<file path="src/rtl/npi_ict_rd_mp.sv">
// Read-return router: pops NPI read data and pushes each beat tagged with its
// destination port and a last-beat flag, driven by a queue of {len,port} requests.
module npi_ict_rd_mp #(
    parameter int C_PIM_DATA_WIDTH = 64,
    parameter int C_NUM_PORTS      = 8,
    parameter int C_ID_WIDTH       = 3,
    parameter int C_LEN_WIDTH      = 6,
    parameter int C_STS_AWIDTH     = 4
) (
    input  logic                        Clk,
    input  logic                        Rst_n,
    input  logic [C_PIM_DATA_WIDTH-1:0] PIM_RdFIFO_Data,
    input  logic                        PIM_RdFIFO_Empty,
    input  logic [1:0]                  PIM_RdFIFO_Latency,
    output logic                        PIM_RdFIFO_Pop,
    output logic                        PIM_RdFIFO_Flush,
    input  logic                        rdsts_wren,
    input  logic [C_LEN_WIDTH-1:0]      rdsts_len,
    input  logic [C_ID_WIDTH-1:0]       rdsts_nr,
    output logic                        rdsts_afull,
    output logic                        rdsts_ovf,
    input  logic [C_NUM_PORTS-1:0]      port_afull,
    output logic                        PIM_RdFIFO_Push,
    output logic [C_PIM_DATA_WIDTH-1:0] PIM_RdFIFO_Push_Data,
    output logic [C_ID_WIDTH-1:0]       PIM_RdFIFO_Push_sel,
    output logic                        PIM_RdFIFO_Push_last,
    output logic [15:0]                 npi_ict_dbg
);

    localparam int DW    = C_PIM_DATA_WIDTH;
    localparam int IW    = C_ID_WIDTH;
    localparam int LW    = C_LEN_WIDTH;
    localparam int AW    = C_STS_AWIDTH;
    localparam int SW    = LW + IW;
    localparam int CW    = LW + 1;
    localparam int DEPTH = 2 ** AW;

    typedef enum logic [1:0] {
        S_IDLE = 2'd0,
        S_LOAD = 2'd1,
        S_DATA = 2'd2
    } state_t;

    state_t            state_q, state_d;
    logic [CW-1:0]     len_q, len_d;
    logic [IW-1:0]     port_q, port_d;
    logic [AW-1:0]     wr_ptr_q, wr_ptr_d, rd_ptr_q, rd_ptr_d;
    logic [AW:0]       cnt_q, cnt_d;
    logic              ovf_q, ovf_d;
    logic [3:0]        vld_q, vld_d;
    logic [3:0]        last_q, last_d;
    logic [3:0][IW-1:0] id_q, id_d;
    logic [DW-1:0]     data_q, data_d;
    logic [SW-1:0]     mem_q [DEPTH];

    logic [SW-1:0]     head, nxt;
    logic [IW-1:0]     bp_port;
    logic              full, pop, last_beat, rden, wr_acc, cap;
    logic [7:0]        dout;

    // A zero length field means a full 2**LW-beat burst.
    function automatic logic [CW-1:0] len_ext(input logic [LW-1:0] l);
        return (l == '0) ? {1'b1, {LW{1'b0}}} : {1'b0, l};
    endfunction

    always_comb begin
        head      = mem_q[rd_ptr_q];
        nxt       = mem_q[rd_ptr_q + AW'(1)];
        full      = (cnt_q == (AW+1)'(DEPTH));
        bp_port   = ({1'b0, port_q} < (IW+1)'(C_NUM_PORTS)) ? port_q : '0;
        pop       = (state_q == S_DATA) && !PIM_RdFIFO_Empty && !port_afull[bp_port];
        last_beat = pop && (len_q == CW'(1));
        rden      = last_beat;
        wr_acc    = rdsts_wren && (!full || rden);
        dout      = 8'(head);
    end

    always_comb begin
        state_d  = state_q;
        len_d    = len_q;
        port_d   = port_q;
        wr_ptr_d = wr_ptr_q;
        rd_ptr_d = rd_ptr_q;
        cnt_d    = cnt_q + (AW+1)'(wr_acc) - (AW+1)'(rden);
        ovf_d    = ovf_q || (rdsts_wren && full && !rden);
        if (wr_acc) wr_ptr_d = wr_ptr_q + AW'(1);
        if (rden)   rd_ptr_d = rd_ptr_q + AW'(1);

        case (state_q)
            S_IDLE: if (cnt_q != '0) state_d = S_LOAD;
            S_LOAD: begin
                len_d   = len_ext(head[SW-1:IW]);
                port_d  = head[IW-1:0];
                state_d = S_DATA;
            end
            S_DATA: begin
                if (last_beat) begin
                    // Chain straight into the next queued burst to avoid a bubble.
                    if (cnt_q > (AW+1)'(1)) begin
                        len_d  = len_ext(nxt[SW-1:IW]);
                        port_d = nxt[IW-1:0];
                    end else begin
                        state_d = S_IDLE;
                    end
                end else if (pop) begin
                    len_d = len_q - CW'(1);
                end
            end
            default: state_d = S_IDLE;
        endcase

        vld_d  = {vld_q[2:0], pop};
        last_d = {last_q[2:0], last_beat};
        id_d   = {id_q[2:0], port_q};
        // NPI data for a pop at t is valid at t+L; capture it then.
        cap    = (PIM_RdFIFO_Latency == 2'd0) ? pop : vld_q[PIM_RdFIFO_Latency - 2'd1];
        data_d = cap ? PIM_RdFIFO_Data : data_q;
    end

    always_ff @(posedge Clk or negedge Rst_n) begin
        if (!Rst_n) begin
            state_q  <= S_IDLE;
            len_q    <= '0;
            port_q   <= '0;
            wr_ptr_q <= '0;
            rd_ptr_q <= '0;
            cnt_q    <= '0;
            ovf_q    <= 1'b0;
            vld_q    <= '0;
            last_q   <= '0;
            id_q     <= '0;
            data_q   <= '0;
        end else begin
            state_q  <= state_d;
            len_q    <= len_d;
            port_q   <= port_d;
            wr_ptr_q <= wr_ptr_d;
            rd_ptr_q <= rd_ptr_d;
            cnt_q    <= cnt_d;
            ovf_q    <= ovf_d;
            vld_q    <= vld_d;
            last_q   <= last_d;
            id_q     <= id_d;
            data_q   <= data_d;
        end
    end

    always_ff @(posedge Clk) begin
        if (wr_acc) mem_q[wr_ptr_q] <= {rdsts_len, rdsts_nr};
    end

    assign PIM_RdFIFO_Pop       = pop;
    assign PIM_RdFIFO_Flush     = 1'b0;
    assign rdsts_afull          = (cnt_q >= (AW+1)'(DEPTH - 2));
    assign rdsts_ovf            = ovf_q;
    assign PIM_RdFIFO_Push      = vld_q[PIM_RdFIFO_Latency];
    assign PIM_RdFIFO_Push_Data = data_q;
    assign PIM_RdFIFO_Push_sel  = id_q[PIM_RdFIFO_Latency];
    assign PIM_RdFIFO_Push_last = last_q[PIM_RdFIFO_Latency];
    assign npi_ict_dbg          = {dout, wr_acc, rdsts_afull, rden, (cnt_q == '0), 2'b00, state_q};

endmodule

</file>
<file path="config.mk">
export PLATFORM = sky130hd
export DESIGN_NAME = npi_ict_rd_mp
export DESIGN_NICKNAME = d
export VERILOG_FILES = /design/src/rtl/npi_ict_rd_mp.sv
export SDC_FILE = /design/constraint.sdc
export NUM_CORES = 1
export LEC_CHECK = 0
export ABC_AREA = 1
export CAP_MARGIN = 20
export CORE_MARGIN = 2
export CORE_UTILIZATION = 32
export DETAILED_ROUTE_END_ITERATION = 12
export PLACE_DENSITY = 0.62
export SKIP_LAST_GASP = 1
export SLEW_MARGIN = 20
export SYNTH_ARGS = -nofsm -noshare
export SYNTH_HDL_FRONTEND = slang
export SYNTH_SLANG_ARGS = --single-unit
</file>
<file path="constraint.sdc">
create_clock -name Clk -period 3.2 [get_ports Clk]
set_input_delay 0.48 -clock Clk [delete_from_list [all_inputs] [get_ports Clk]]
set_output_delay 0.48 -clock Clk [all_outputs]
set_load 0.01 [all_outputs]
</file>
==> out/qor.yml <==
run_status: "finished, final reports clean"
cts_max_path_buffers: 3
synth_area_mm2: 0.0126
grt_pass1_wl_mm: 55.5
final_core_util_pct: 41.6
clock-sinks: 254
avgRoutedWirePerCell_um: 17.3
cts-root-buf: "clkbuf_16"
min_path_cells: 0
vias_per_cell: 4.89
pre_cts_slack_ns: 0.171
ios: 176
slowest_stage: "dfrtp_4"
insertion_delay_ns: 0.56
firstDrtPassIters: 5
end_kind: "output port"
syn_inst: 1395
required_ns: 2.72
slew_viol_final: 0
reg2regPathDepth: 16
synthArstFlopShare_pct: 43.3
pwr-share-seq_pct: 30.3
cts_tree: "yes"
ant_nets: 0
r2r-start: "state_q[0]"
synth.area.top_cells: "edfxtp_1 34%, dfrtp_1 22%, nand2_1 9.5%, nand3_1 7.6%, inv_1 6.0%"
grt_usage_pct: 17.3
final_hold_viol_count: 0
start_util_pct: 32.4
internal_power_uw: 8920
ys_ff_latch: 254
total_power_uw: 15100
fin_crit_ns: 3.06
num_antenna_cells: 0
synth-edff-count: 144
netlist-cell-type-count: 45
ir_worst_vdd_uv: 564
seq_area_frac_synth_pct: 56.3
crit_buf_inv: 3
routabilityCongestion: 0.818
antenna_found_initial: 0
crit_type: "reg -> out"
hold_path_startpoint: "id_d[9]"
fin_cells: 2119
power_frac_comb_pct: 48.0
dp.cells: 2061
wirelength_mm: 36.6
dpl.hpwl_mm: 23.7
clockPowerShare_pct: 21.7
nets: 1691
finalSetupViolCount: 0
critical_path.max_stage_delay_ns: 0.57
crit_chain: "inv_4, buf_12, nand2_1, nand3_1, nand3_1, nand3_1, nand2_1, clkdlybuf4s50_1"
yosys_warnings: 0
die_area_mm2: 0.0409
rrSetupSlack_ns: 0.31
leakage_uw: 0.00705
gr-total-overflow: 0
worst_slack_ns: 0.136
fin_crit_sh_pct: 95.8
hold_path_class: "reg -> reg"
die-width_um: 202
drc: 0
skew_ns: 0.0113
drt_iter0_drc: 944
synthTopCellsByCount: "319 x nand2_1, 202 x inv_1, 190 x nand3_1"
placed_area_mm2: 0.0150
syn_avg_cell_area_um2: 9.01
stdcell_area_mm2: 0.0161
synth_top_area_cell: "edfxtp_1"
cp_top_family: "buffers and inverters"
synth.most_common_cell: "nand2_1"
crit_fanout: 27
grt_pass1_vias: 10100
coreArea_mm2: 0.0387
dr_total_vias: 10400
relSlewSlack_pct: 52.7
critPathMostFrequentCell: "nand3_1"
cp.arrival_ns: 2.58
cts-buffers-inserted: 28
fp-row-count: 72
die_h_um: 202
switching_share_pct: 41.1
clk_pin_slew_ns: 0.06
ys_dominant_reg_cell: "edfxtp_1"
worst_pin_slew_ns: 0.708
htree_levels: 1
syn_to_final_growth_pct: 28.1
p_per_area_mw_per_mm2: 940
port_buffers: 172
max_freq_mhz: 326
r2r-end: "cnt_q[4]"
grt_start_max_net_pins: 83
min_to: "id_q[9]"
synth_top_area_share_pct: 34.4
grt_setup_unrepaired: "yes"
drive_gt1_share_pct: 8.31
critPathLaunchType: "flop"
switching_power_uw: 6220
max_cap_viol_count: 0
==> area by class of cell <==
class	count	area (um^2)
multi-input cells	854	4310
clock buffers	35	748
well taps	518	648
repair buffers	229	2330
fillers	3746	22600
inverters	212	803
clock inverters	17	181
flip-flops and latches	254	7080
==> metal layers <==
layer  global-route usage, %  vias up  share of wire (%)
met1                    22.1     4817                 42
met4                    7.27        0                3.9
met2                    28.3      508                 45
met3                    3.95      100                9.1
li1                        -     4943                  -
met5                       0        -                  0
==> flip-flops by register name (all words and copies together), names as in the netlist <==
register              count
last_q                    4
state_q                   2
bp_port                   3
cnt_q                     5
PIM_RdFIFO_Push_Data     64
rd_ptr_q                  4
mem_q                   144
rdsts_ovf                 1
vld_q                     4
wr_ptr_q                  4
len_q                     7
id_d                      9
id_q                      3
==> placed cells by master, fill, tap and decap left out, drive strengths merged, types with 38 or more instances in the layout <==
master,Yosys,routed
o21ai,144,144
clkbuf,21,38
nand2,326,326
nor2,56,56
buf,56,54
a21oi,50,50
nand3,191,191
edfxtp,144,144
clkdlybuf4s50,0,169
inv,210,210
dfrtp,110,110
==> logic make-up after synthesis <==
group | share of synthesized area (%)
AOI/OAI and AO/OA | 10.4
DFF | 56.3
xor gates and xnor gates | 1.48
other | 0.0298
and+or+nand+nor | 19.6
adders and majority gates | 2.55
buffers and inverters | 9.66
==> power groups by stage <==
stage | logic, uW | clock network, uW | registers (uW)
global route | 7980 | 3480 | 4680
finish | 7260 | 3290 | 4590
global placement | 6860 | 0 | 4620
floorplan | 4250 | 0 | 4680
detailed placement | 6970 | 0 | 4640
CTS | 7010 | 3360 | 4590
==> per-stage QoR <==
| stage | TNS, ns | hold WS [ns] |
|---|---|---|
| finish | 0 | 0.366 |
| global route | -0.0194 | 0.376 |
| CTS | 0 | 0.367 |
| detailed placement | 0 | 0.354 |
| global placement | 0 | 0.351 |
| floorplan | 0 | 0.184 |
==> how the worst max path moves through the flow <==
stage                        startpoint         endpoint  slack (ns)  cells past startpoint
after floorplan              state_q[0]         cnt_q[4]        0.25                     17
after global placement    port_afull[5]         cnt_q[4]        0.16                     17
after detailed placement  port_afull[5]         cnt_q[4]        0.17                     17
after CTS                    state_q[0]   npi_ict_dbg[7]        0.02                     11
after global routing         state_q[0]   npi_ict_dbg[7]       -0.02                     11
final                       rd_ptr_q[0]  npi_ict_dbg[12]        0.14                      8
==> what timing repair did <==
action	4_1_cts	5_1_grt
setup endpoints to repair	3	6
gates resized for setup	3	11
hold buffers	1	0
buffers inserted	0	2
pin swaps	0	0
endpoints found under the hold margin	42	0
gates cloned	0	3
No activity file was read; power rests on OpenSTA's default activity.
==> variant: new RTL, same settings <==
`C_NUM_PORTS`: 8 -> 4.
--- a/src/rtl/npi_ict_rd_mp.sv
+++ b/src/rtl/npi_ict_rd_mp.sv
@@ -2,7 +2,7 @@
 // destination port and a last-beat flag, driven by a queue of {len,port} requests.
 module npi_ict_rd_mp #(
     parameter int C_PIM_DATA_WIDTH = 64,
-    parameter int C_NUM_PORTS      = 8,
+    parameter int C_NUM_PORTS      = 4,
     parameter int C_ID_WIDTH       = 3,
     parameter int C_LEN_WIDTH      = 6,
     parameter int C_STS_AWIDTH     = 4
Interface: changed (resized port_afull); port bits go from 176 to 172. No check against the original RTL was run, so the function may have changed too.
==> variant against the unedited design <==
Clock power fell by 3%. Worst setup slack got worse by 0.10 ns. Design area is 1.9% lower. Sequential power hardly changed. Fmax decreased by 3.2%. Wire length down 8.6%. Die area fell by 2.0%. Sequential cell count unchanged. Total power decreased by 1.9%. Area after synthesis is 2.0% lower. Largest power group unchanged. Hold slack got worse by 0.056 ns.
==> variant: results (changes against the unedited design) <==
Parameter                              Value

Final layout
  Multi-input gates    750 (was 854)
  Clock buffers and inverters, area share    5.91% (was 5.78%)
  Final #Nets    1496 (was 1691)
  Area of the multi-input gates    4340 um^2 (was 4310 um^2)
  Post-layout instance count excluding filler cells    1922 (was 2119)
  Non-Clock Buffer Area Fraction    14.5% (about the same)
  Number of fill cells in the layout    3502 (was 3746)
  Share of layout cells above drive strength 1    9.71% (was 8.31%)
  Layout Area Growth over Synthesis    28.3% (was 28.1%)
  Number of clock buffer instances in the layout    41 (was 35)

Setup path
  Worst setup endpoint    npi_ict_dbg[8] (was npi_ict_dbg[12])
  Worst setup slack for register-to-register paths    0.34 ns (was 0.31 ns)
  Maximum cell stage delay along the critical path    0.55 ns (was 0.57 ns)
  Critical path origin    rd_ptr_q[0]$_DFFE_PN0P_ (was rd_ptr_q[0]$_DFFE_PN0N_)
  Worst-case reg-to-reg path depth    17 (was 16)

Clock network
  Num CTS Buffers    29 (was 28)

Outcome
  Status    completed (unchanged)

Yosys
  Gate count after technology mapping    1206 (was 1395)
  Sequential element share of the synthesized area    57.5% (was 56.3%)
  Commonest cells post-synth    210 x sky130_fd_sc_hd__nand2_1, 144 x sky130_fd_sc_hd__edfxtp_1, 120 x sky130_fd_sc_hd__inv_1 (was 319 x sky130_fd_sc_hd__nand2_1, 202 x sky130_fd_sc_hd__inv_1, 190 x sky130_fd_sc_hd__nand3_1)
  Biggest area contributors in the synthesized netlist    sky130_fd_sc_hd__edfxtp_1 35%, sky130_fd_sc_hd__dfrtp_1 22%, sky130_fd_sc_hd__nand2_1 6.4%, sky130_fd_sc_hd__mux2_1 5.5%, sky130_fd_sc_hd__nand3_1 4.7% (was sky130_fd_sc_hd__edfxtp_1 34%, sky130_fd_sc_hd__dfrtp_1 22%, sky130_fd_sc_hd__nand2_1 9.5%, sky130_fd_sc_hd__nand3_1 7.6%, sky130_fd_sc_hd__inv_1 6.0%)

Placement
  Cell area reported after detailed placement    14600 um^2 (was 15000 um^2)
  Cell count after placement    1859 (was 2061)
  Worst setup slack after placement    0.0608 ns (was 0.171 ns)
  HPWL reported at the end of detailed placement    22800 um (was 23700 um)
  Global placer's final weighted congestion    0.820 (was 0.818)

Drt
  Vias per inst    4.93 (was 4.89)
  Final WL    33500 um (was 36600 um)
  Starting DRC count in detailed routing    847 (was 944)
  Routed met2 length    15200 um (was 16400 um)
  Met3 wire length    3010 um (was 3330 um)

STA
  Timing-limited maximum frequency    0.316 GHz (was 0.326 GHz)
  Worst hold slack across all endpoints    0.309 ns (was 0.366 ns)
  Worst-case clock skew    0.0223 ns (was 0.0113 ns)

GRT
  Global routing usage on met1    22.3% (was 22.1%)
  First-pass GRT wire length    52900 um (was 55500 um)
  Pin count of the biggest net entering global routing    70 (was 83)
  Vias in the first global route    9230 (was 10100)
  Met2 Track Usage GR    26.7% (was 28.3%)
  Met3 capacity usage during global routing    3.82% (was 3.95%)

Power
  Lkg Pwr    6.44 nW (was 7.05 nW)
  Power per Cell Area    940 nW/um^2 (about the same)
## variant: timing repair
item	CTS	global route
pin swaps	1	2
setup endpoints to repair	10	9
hold endpoints to repair	9	0
hold buffers	1	0
setup buffers	4	1
gates resized for setup	14	16
gates cloned	3	0
## variant: logic make-up after synthesis
logic type	after synthesis	share of synthesized area (%)
DFF	254	57.5
muxes	64	5.85
xor gates and xnor gates	12	0.976
AOI/OAI and AO/OA	234	11.1
adders and majority gates	25	2.60
and+or+nand+nor	412	14.3
other	1	0.0305
buffers and inverters	204	7.69
## variant: worst reg2reg max path: cells and delay by family (launching register included)
kind,cells,cell delay (ns)
adder cells (fa/ha/maj),4,1.02
AND/OR/NAND/NOR,5,0.58
flip-flops,1,0.42
buffers and inverters,5,0.34
AO/OA/AOI/OAI,2,0.25
XOR/XNOR,1,0.14
## variant: report_power, final
part / switching [mW] / total [mW] / internal (mW)
registers: 0.423 / 4.60 / 4.18
logic: 4.16 / 7.05 / 2.90
clock network: 1.33 / 3.19 / 1.86
total: 5.91 / 14.8 / 8.94
